<file path="src/rtl/matrix_key_scan_pkg.sv">
// Shared types and constants for the front-panel keypad scanner.
package matrix_key_scan_pkg;

  typedef enum logic [1:0] {
    SCAN     = 2'd0,
    DEBOUNCE = 2'd1,
    HOLD     = 2'd2,
    RELEASE  = 2'd3
  } key_state_t;

  localparam int unsigned KEY_ROWS = 4;
  localparam int unsigned KEY_COLS = 4;
  localparam logic [3:0]  ROW_IDLE = 4'hF;

  // Panel mapping of the two control keys on the bottom row.
  localparam logic [3:0] KEY_CONFIRM = 4'hE;
  localparam logic [3:0] KEY_CANCEL  = 4'hF;

  // Lowest-index low column wins when several columns read low.
  function automatic logic [1:0] low_col_idx(input logic [3:0] col);
    logic [1:0] idx;
    casez (col)
      4'b???0: idx = 2'd0;
      4'b??01: idx = 2'd1;
      4'b?011: idx = 2'd2;
      4'b0111: idx = 2'd3;
      default: idx = 2'd0;
    endcase
    return idx;
  endfunction

endpackage

</file>
<file path="src/rtl/matrix_key_scan_sync.sv">
// Two-flop synchronizer; resets to all-ones so idle pulled-up inputs read as released.
module key_sync #(
  parameter int unsigned WIDTH = 4
) (
  input  logic             clk,
  input  logic             rst_n,
  input  logic [WIDTH-1:0] d,
  output logic [WIDTH-1:0] q
);

  logic [WIDTH-1:0] meta;

  always_ff @(posedge clk or negedge rst_n) begin
    if (!rst_n) begin
      meta <= '1;
      q    <= '1;
    end else begin
      meta <= d;
      q    <= meta;
    end
  end

endmodule

</file>
<file path="src/rtl/matrix_key_scan.sv">
// 4x4 keypad scanner: one-cold row drive, debounced press/release, one valid pulse per press.
module matrix_key_scan
  import matrix_key_scan_pkg::*;
#(
  parameter int unsigned ROW_DWELL    = 4,
  parameter int unsigned DEBOUNCE_CNT = 20
) (
  input  logic                key_clk,
  input  logic                key_rst_n,
  input  logic [KEY_COLS-1:0] key_col,
  output logic [KEY_ROWS-1:0] key_row,
  output logic [3:0]          key_code,
  output logic                key_valid,
  output logic                key_down
);

  localparam int unsigned DWELL_W = (ROW_DWELL > 1) ? $clog2(ROW_DWELL) : 1;
  localparam int unsigned DEB_W   = (DEBOUNCE_CNT > 1) ? $clog2(DEBOUNCE_CNT) : 1;
  localparam logic [DWELL_W-1:0] DWELL_LAST = DWELL_W'(ROW_DWELL - 1);
  localparam logic [DEB_W-1:0]   DEB_LAST   = DEB_W'(DEBOUNCE_CNT - 1);
  // The HOLD cycle that first sees all-high counts as the first release sample.
  localparam logic [DEB_W-1:0]   REL_LAST   = DEB_W'(DEBOUNCE_CNT - 2);

  key_state_t          state, state_nxt;
  logic [1:0]          row_idx, row_idx_nxt;
  logic [1:0]          col_idx, col_idx_nxt;
  logic [3:0]          pat, pat_nxt;
  logic [3:0]          col_s;
  logic [DWELL_W-1:0]  dwell_cnt, dwell_nxt;
  logic [DEB_W-1:0]    deb_cnt, deb_nxt;
  logic                accept, release_done;
  logic [KEY_ROWS-1:0] row_nxt;
  logic [3:0]          code_nxt;
  logic                valid_nxt, down_nxt;

  key_sync #(.WIDTH(KEY_COLS)) u_col_sync (
    .clk   (key_clk),
    .rst_n (key_rst_n),
    .d     (key_col),
    .q     (col_s)
  );

  always_ff @(posedge key_clk or negedge key_rst_n) begin
    if (!key_rst_n) begin
      state     <= SCAN;
      row_idx   <= '0;
      col_idx   <= '0;
      pat       <= ROW_IDLE;
      dwell_cnt <= '0;
      deb_cnt   <= '0;
      key_row   <= 4'b1110;
      key_code  <= '0;
      key_valid <= 1'b0;
      key_down  <= 1'b0;
    end else begin
      state     <= state_nxt;
      row_idx   <= row_idx_nxt;
      col_idx   <= col_idx_nxt;
      pat       <= pat_nxt;
      dwell_cnt <= dwell_nxt;
      deb_cnt   <= deb_nxt;
      key_row   <= row_nxt;
      key_code  <= code_nxt;
      key_valid <= valid_nxt;
      key_down  <= down_nxt;
    end
  end

  always_comb begin
    state_nxt    = state;
    row_idx_nxt  = row_idx;
    col_idx_nxt  = col_idx;
    pat_nxt      = pat;
    dwell_nxt    = dwell_cnt;
    deb_nxt      = deb_cnt;
    accept       = 1'b0;
    release_done = 1'b0;
    case (state)
      SCAN: begin
        if (dwell_cnt == DWELL_LAST) begin
          dwell_nxt = '0;
          if (col_s == ROW_IDLE) begin
            row_idx_nxt = row_idx + 2'd1;
          end else begin
            pat_nxt     = col_s;
            col_idx_nxt = low_col_idx(col_s);
            deb_nxt     = '0;
            state_nxt   = DEBOUNCE;
          end
        end else begin
          dwell_nxt = dwell_cnt + 1'b1;
        end
      end
      DEBOUNCE: begin
        if (col_s == ROW_IDLE) begin
          state_nxt   = SCAN;
          row_idx_nxt = row_idx + 2'd1;
          dwell_nxt   = '0;
        end else if (col_s != pat) begin
          pat_nxt     = col_s;
          col_idx_nxt = low_col_idx(col_s);
          deb_nxt     = '0;
        end else if (deb_cnt == DEB_LAST) begin
          state_nxt = HOLD;
          accept    = 1'b1;
        end else begin
          deb_nxt = deb_cnt + 1'b1;
        end
      end
      HOLD: begin
        if (col_s == ROW_IDLE) begin
          state_nxt = RELEASE;
          deb_nxt   = '0;
        end
      end
      RELEASE: begin
        if (col_s != ROW_IDLE) begin
          state_nxt = HOLD;
        end else if (deb_cnt == REL_LAST) begin
          state_nxt    = SCAN;
          release_done = 1'b1;
          row_idx_nxt  = row_idx + 2'd1;
          dwell_nxt    = '0;
        end else begin
          deb_nxt = deb_cnt + 1'b1;
        end
      end
      default: state_nxt = SCAN;
    endcase
  end

  // Row drive follows the next row index so key_row and row_idx change on the same edge.
  always_comb begin
    row_nxt   = ~(KEY_ROWS'(1) << row_idx_nxt);
    valid_nxt = accept;
    code_nxt  = accept ? {row_idx, col_idx} : key_code;
    down_nxt  = key_down;
    if (accept) begin
      down_nxt = 1'b1;
    end else if (release_done) begin
      down_nxt = 1'b0;
    end
  end

endmodule

</file>
<file path="config.mk">
export PLATFORM = sky130hd
export DESIGN_NAME = matrix_key_scan
export DESIGN_NICKNAME = d
export VERILOG_FILES = /design/src/rtl/matrix_key_scan_pkg.sv /design/src/rtl/matrix_key_scan_sync.sv /design/src/rtl/matrix_key_scan.sv
export SDC_FILE = /design/constraint.sdc
export NUM_CORES = 1
export LEC_CHECK = 0
export ABC_AREA = 1
export ABC_CLOCK_PERIOD_IN_PS = 3400
export BUFFER_PORTS_ARGS = -buffer_cell sky130_fd_sc_hd__buf_2
export CAP_MARGIN = 20
export CELL_PAD_IN_SITES_DETAIL_PLACEMENT = 1
export CELL_PAD_IN_SITES_GLOBAL_PLACEMENT = 1
export CORE_MARGIN = 8
export CORE_UTILIZATION = 37
export CTS_BUF_LIST = sky130_fd_sc_hd__clkbuf_8
export DETAILED_ROUTE_END_ITERATION = 10
export MAX_ROUTING_LAYER = met4
export PLACE_DENSITY_LB_ADDON = 0.1
export SETUP_SLACK_MARGIN = 0.05
export SLEW_MARGIN = 20
export SYNTH_ARGS = -nofsm -noshare
export SYNTH_HDL_FRONTEND = slang
export SYNTH_SLANG_ARGS = --single-unit
</file>
<file path="constraint.sdc">
create_clock -name key_clk -period 3.4 [get_ports key_clk]
set_clock_uncertainty 0.15 [all_clocks]
set_input_delay 0.34 -clock key_clk [delete_from_list [all_inputs] [get_ports key_clk]]
set_output_delay 0.34 -clock key_clk [all_outputs]
set_load 0.005 [all_outputs]
</file>
Word-level counts from Yosys, hierarchy flattened
Index checks and enable logic that the tools add are counted.
Widths: inputs -> output; s select.

operators by class
  add/subtract/negate cells = 3
  eq/ne operators = 25
  shifts and indexed selects = 1
  multiplexer cells = 47
  bitwise gates (word level) = 1
  reductions and logical operators = 8

operators by type and width
  kind                 count
  $mux 5               8
  $mux 2               19
  $pmux 5 s4           1
  $ne 2x2->1 const B   9
  $pmux 2 s3           3
  $mux 4               4
  $ne 3x3->1 const B   4
  $eq 5x5->1 const B   2
  $mux 1               9
  $pmux 2 s4           1
  $pmux 4 s2           1
  $reduce_and 7->1     1
  $eq 2x2->1 const B   3
  $reduce_and 6->1     1
  $add 5x1->5 const B  1
  $reduce_and 5->1     1
  $add 2x1->2 const B  2
  $eq 2x1->1 const B   2
  $eq 4x3->1 const B   1
  $eq 4x4->1 const B   1
  $ne 4x4->1           1
  $ne 4x4->1 const B   1
  $not 4->4            1
  $pmux 2 s2           1
  other kinds (6)      7

word-level totals
  register bits after elaboration = 35
  input bits = 6
  output and inout port bits = 10

Logic depth before layout (Yosys ltp)
  depth after elaboration = 6
  gate-level depth with buffers = 11
  depth with buffers taken out = 11

Modules after synthesis
A second synthesis with hierarchy kept.

unflattened totals
  cell total of the unflattened synthesis = 209
  area, all modules = 1783.0 µm²

by module, submodules not included
  module           instances  cells an instance  area each (µm²)
  matrix_key_scan  1          201                1572.8
  key_sync         1          8                  210.2

Least setup slack after synthesis
Ideal clock, no wire load.

  path type = register to register
  start point = register u_col_sync.q[3]
  end point = register col_idx[0]
  library setup time = 0.123 ns
  data arrival time = 1.256 ns
  slack = 1.870 ns
  cell stages (with the launch flop) = 11
  buffers on the path = 1
  cells stage by stage = dfstp_2 inv_1 nand2_1 nand2_1 nor2_4 nand2_4 nand2_2 nand2_2 nand2_4 buf_12 o21ai_1

on the way
  longest elaborated chain between the ends = 5
  elaborated cells on any way between the ends = 13
  classes of those cells = eq/ne (6); mux (6); reduce/logical (1)

RTL lines
  what                       RTL line                                      source
  start: declaration         matrix_key_scan_sync.sv:8                     output logic [WIDTH-1:0] q
  start signal: assignment   matrix_key_scan_sync.sv:19                    q <= meta;
  $eq 4x3->1                 matrix_key_scan_pkg.sv:22                     casez (col)
  $pmux 2 s3                 matrix_key_scan_pkg.sv:22
  $mux 2 (on tied branches)  matrix_key_scan.sv:99, matrix_key_scan.sv:82
  $mux 2 (on tied branches)  matrix_key_scan.sv:95, matrix_key_scan.sv:80
  $pmux 2 s2                 matrix_key_scan.sv:78                         case (state)
  end signal: assignment     matrix_key_scan.sv:58                         col_idx <= col_idx_nxt;
  end: declaration           matrix_key_scan.sv:26                         logic [1:0] col_idx, col_idx_nxt;

Several ways; a longest one is shown, not always the timed one. The select of a mux whose other input is x is not followed.
A chain may end at the register's enable or synchronous reset.

Worst setup path in the final report
  start point = register u_col_sync.q[2]
  end point = register col_idx[0]

on the way
  longest elaborated chain between the ends = 5
  elaborated cells on any way between the ends = 14
  classes of those cells = eq/ne (7); mux (6); reduce/logical (1)

RTL lines
  what                                      RTL line
  $eq 4x3->1 or $eq 3x2->1 (tied branches)  matrix_key_scan_pkg.sv:22
  $pmux 2 s3                                matrix_key_scan_pkg.sv:22
  $mux 2 (on tied branches)                 matrix_key_scan.sv:99, matrix_key_scan.sv:82
  $mux 2 (on tied branches)                 matrix_key_scan.sv:95, matrix_key_scan.sv:80
  $pmux 2 s2                                matrix_key_scan.sv:78

Several ways; a longest one is shown, not always the timed one. The select of a mux whose other input is x is not followed.

==> summary.md <==
| Metric | Value |
|---|---|
| Status | `complete, but fails checks` |
| Failing checks | `negative hold slack` |
| # diodes | `0` |
| Layout area overhead | `16.15%` |
| CTS Buffer Depth | `2` |
| Leak pwr | `0.9898 nW` |
| Synth Warn # | `0` |
| Drt total wl | `3679 um` |
| Die Ht | `83.42 um` |
| Final setup vio count | `0` |
| CTS tree | `yes` |
| Post-cts gate resize count | `0` |
| Reg2reg setup slack | `1650 ps` |
| Core box area | `4354 um^2` |
| Reg2reg end | `col_idx[0]` |
| Crit path buf inv count | `1` |
| Hold Buf Count CTS | `2` |
| Drt pass-1 iters | `4` |
| Slowest Stage Delay on Critical Path | `560 ps` |
| FMAX | `572.2 MHz` |
| Worst path slowest cell | `dfstp_2` |
| Dpl cells | `249` |
| PwrDens | `818.8 nW/um^2` |
| Drc violations | `0` |
| Initial DRC Count | `52` |
| FF-to-FF Start | `u_col_sync.q[2]` |
| Post-route total power | `1.599 mW` |
| First-pass GRT wire length | `6417 um` |
| Post-DP HPWL | `2800 um` |
| Routed vias | `1252` |
| Num rows | `24` |
| Initial antenna violation count | `0` |
| Worst IR drop on VDD | `324.1 uV` |
| Postcts setup bufs | `0` |
| Worst setup SP type | `flip-flop` |
| Fin crit share | `51.40%` |
| GRT Total Usage | `11.40%` |
| Num CTS Buffers | `5` |
| I/O pins | `16` |
| Met2 Use GR | `18.88%` |
| CP delay by family, top | `simple AND/OR/NAND/NOR gates` |
| Mapped Avg Cell Area | `9.139 um^2` |
| Post-Syn Nets | `193` |
| CP Data Arrival Time | `1790 ps` |
| CTS HTree Levels | `2` |
| Top cell by count, worst path | `nand2_1` |
| Final GP Congestion | `0.8035` |
| GRT busiest layer | `met2` |
| Detail Route Antenna Nets | `0` |
| Die ar. | `6958 um^2` |
| Register bit count reported by yosys | `35` |
| FFs w/ async S/R, synth | `100.0%` |
| Vias in the first global route | `1347` |
| Clk slew on worst S/H paths | `70 ps` |
| Cell taking the most area after synthesis | `dfrtp_1` |
| GR Layer Usage met1 | `13.49%` |
| Via density | `4.815` |
| Post-DR wirelength/cell | `14.15 um` |
| Seq/Total Area, Yosys | `53.20%` |
| Area contributors post-synth | `dfrtp_1 30%, dfstp_2 23%, nand2_1 13%` |
| Post-synth top area share | `29.76%` |
| Max Cap Viol | `0` |
| Chip Width | `83.42 um` |
| Mapped Area | `1682 um^2` |
| Critical Path RT | `3440 ps` |
| Port Buffers | `15` |
| Worst reg2reg path depth | `10` |
| Setup CP Type | `flip-flop to flip-flop` |
| Post-synthesis cell type count | `26` |
| Grt met3 use | `2.539%` |
| Fin cells | `260` |
| Final hold slack | `-10.95 ps` |
| Setup TNS | `0 ps` |
| Clock Latency Late Sink | `270 ps` |
| Starting Density | `38.62%` |
| Max-Slew Margin vs Limit | `47.68%` |
| Ratio of cells with drive above 1 in the final layout | `33.17%` |
| Largest net degree at the start of global routing | `36` |
| Top-count cell post-synth | `nand2_1` |
| RSZ-0062 raised after global routing | `false` |
| CP max FO | `12` |
| Post-synth EDFFs | `0` |
| CP Capture Type | `flip-flop` |
| Post-synth top cells | `58 x nand2_1, 20 x dfrtp_1, 15 x dfstp_2, 13 x inv_1, 12 x nand3_1` |
| Tmin final | `1748 ps` |
| Total gr overflow | `0` |
| Clk root buf | `clkbuf_8` |
| Final Hold Vio Count | `10` |
| Clk sinks | `35` |
| Synth Flop Type | `dfrtp_1` |
| Final #Nets | `216` |
| CP cell instances | `inv_2 -> nand2_1 -> nand2_1 -> nor2_4 -> nand2_4 -> nand2_2 -> nand2_2 -> nand2_4 -> nand2_1 -> o21ai_1` |
| Tightest Pin Transition | `784.8 ps` |
| DP Worst Slack | `1662 ps` |
| Fin. max-slew vios | `0` |
| Final WS setup | `1652 ps` |
| Class of the worst hold path | `input port to asynchronous set/reset pin` |
| Post-Syn Instances | `184` |
## final cells by class
class                           count  area, um^2
Clock buffer                        5       68.82
Clock inverter                      3       63.81
Fill cell                         521        2401
Inverter                           20       75.07
Multi-Input combinational cell    127       680.7
Sequential cell                    35       894.6
Tap cell                           52       65.06
Timing Repair Buffer               18       105.1
## power breakdown
part           switching [mW]  total [mW]  internal [mW]
sequential             0.0807       0.623          0.542
combinational           0.360       0.542          0.183
clock                   0.144       0.434          0.290
## routing by layer
| layer | part of all wire, % | up-vias |
|---|---|---|
| li1 | - | 624 |
| met1 | 47 | 615 |
| met2 | 50 | 9 |
| met3 | 2.2 | 4 |
| met4 | 0.73 | 0 |
| met5 | 0 | - |
## per-stage QoR
stage | utilization, % | cell area (um^2)
floorplan | - | 1682
global placement | 41.12 | 1790
detailed placement | 41.12 | 1790
CTS | 44.63 | 1943
global route | 44.86 | 1953
finish | 44.86 | 1953
## cell usage in the layout (no fill, tap or decap), drive strengths merged
master / count
inv: 21
nand3: 13
clkbuf: 5
dfrtp: 20
a21oi: 6
bufinv: 2
nor2: 13
nor3: 1
dlygate4sd3: 3
buf: 15
or2: 2
o21bai: 1
dfstp: 15
a31oi: 1
o21ai: 15
o31ai: 1
nand4: 1
ha: 3
nand2: 70
## cell families after synthesis
logic type	count (synthesis)	synth area share (%)
compound gates	24	8.408
fa+ha+maj	3	2.232
buf+inv	22	6.325
flops	35	53.20
simple gates	100	29.84
## worst max path at each step
stage / from / endpoint / slack, ps / depth (start not counted)
CTS: u_col_sync.q[1] / col_idx[0] / 1640 / 10
global route: deb_cnt[0] / key_row[0] / 1500 / 11
global placement: deb_cnt[0] / key_row[0] / 1720 / 11
floorplan: u_col_sync.q[3] / col_idx[0] / 1870 / 10
finish: u_col_sync.q[2] / col_idx[0] / 1650 / 10
detailed placement: u_col_sync.q[1] / col_idx[0] / 1660 / 10
## flip-flops by register name, summed over array words and instances, names as in the netlist, named ones only
| name | cells |
|---|---|
| col_idx | 2 |
| deb_cnt | 5 |
| dwell_cnt | 2 |
| key_code | 4 |
| key_down | 1 |
| key_row | 4 |
| key_valid | 1 |
| pat | 4 |
| row_idx | 2 |
| state | 1 |
| u_col_sync.meta | 4 |
| u_col_sync.q | 4 |
Note: power is estimated with default switching activity, not from simulation.
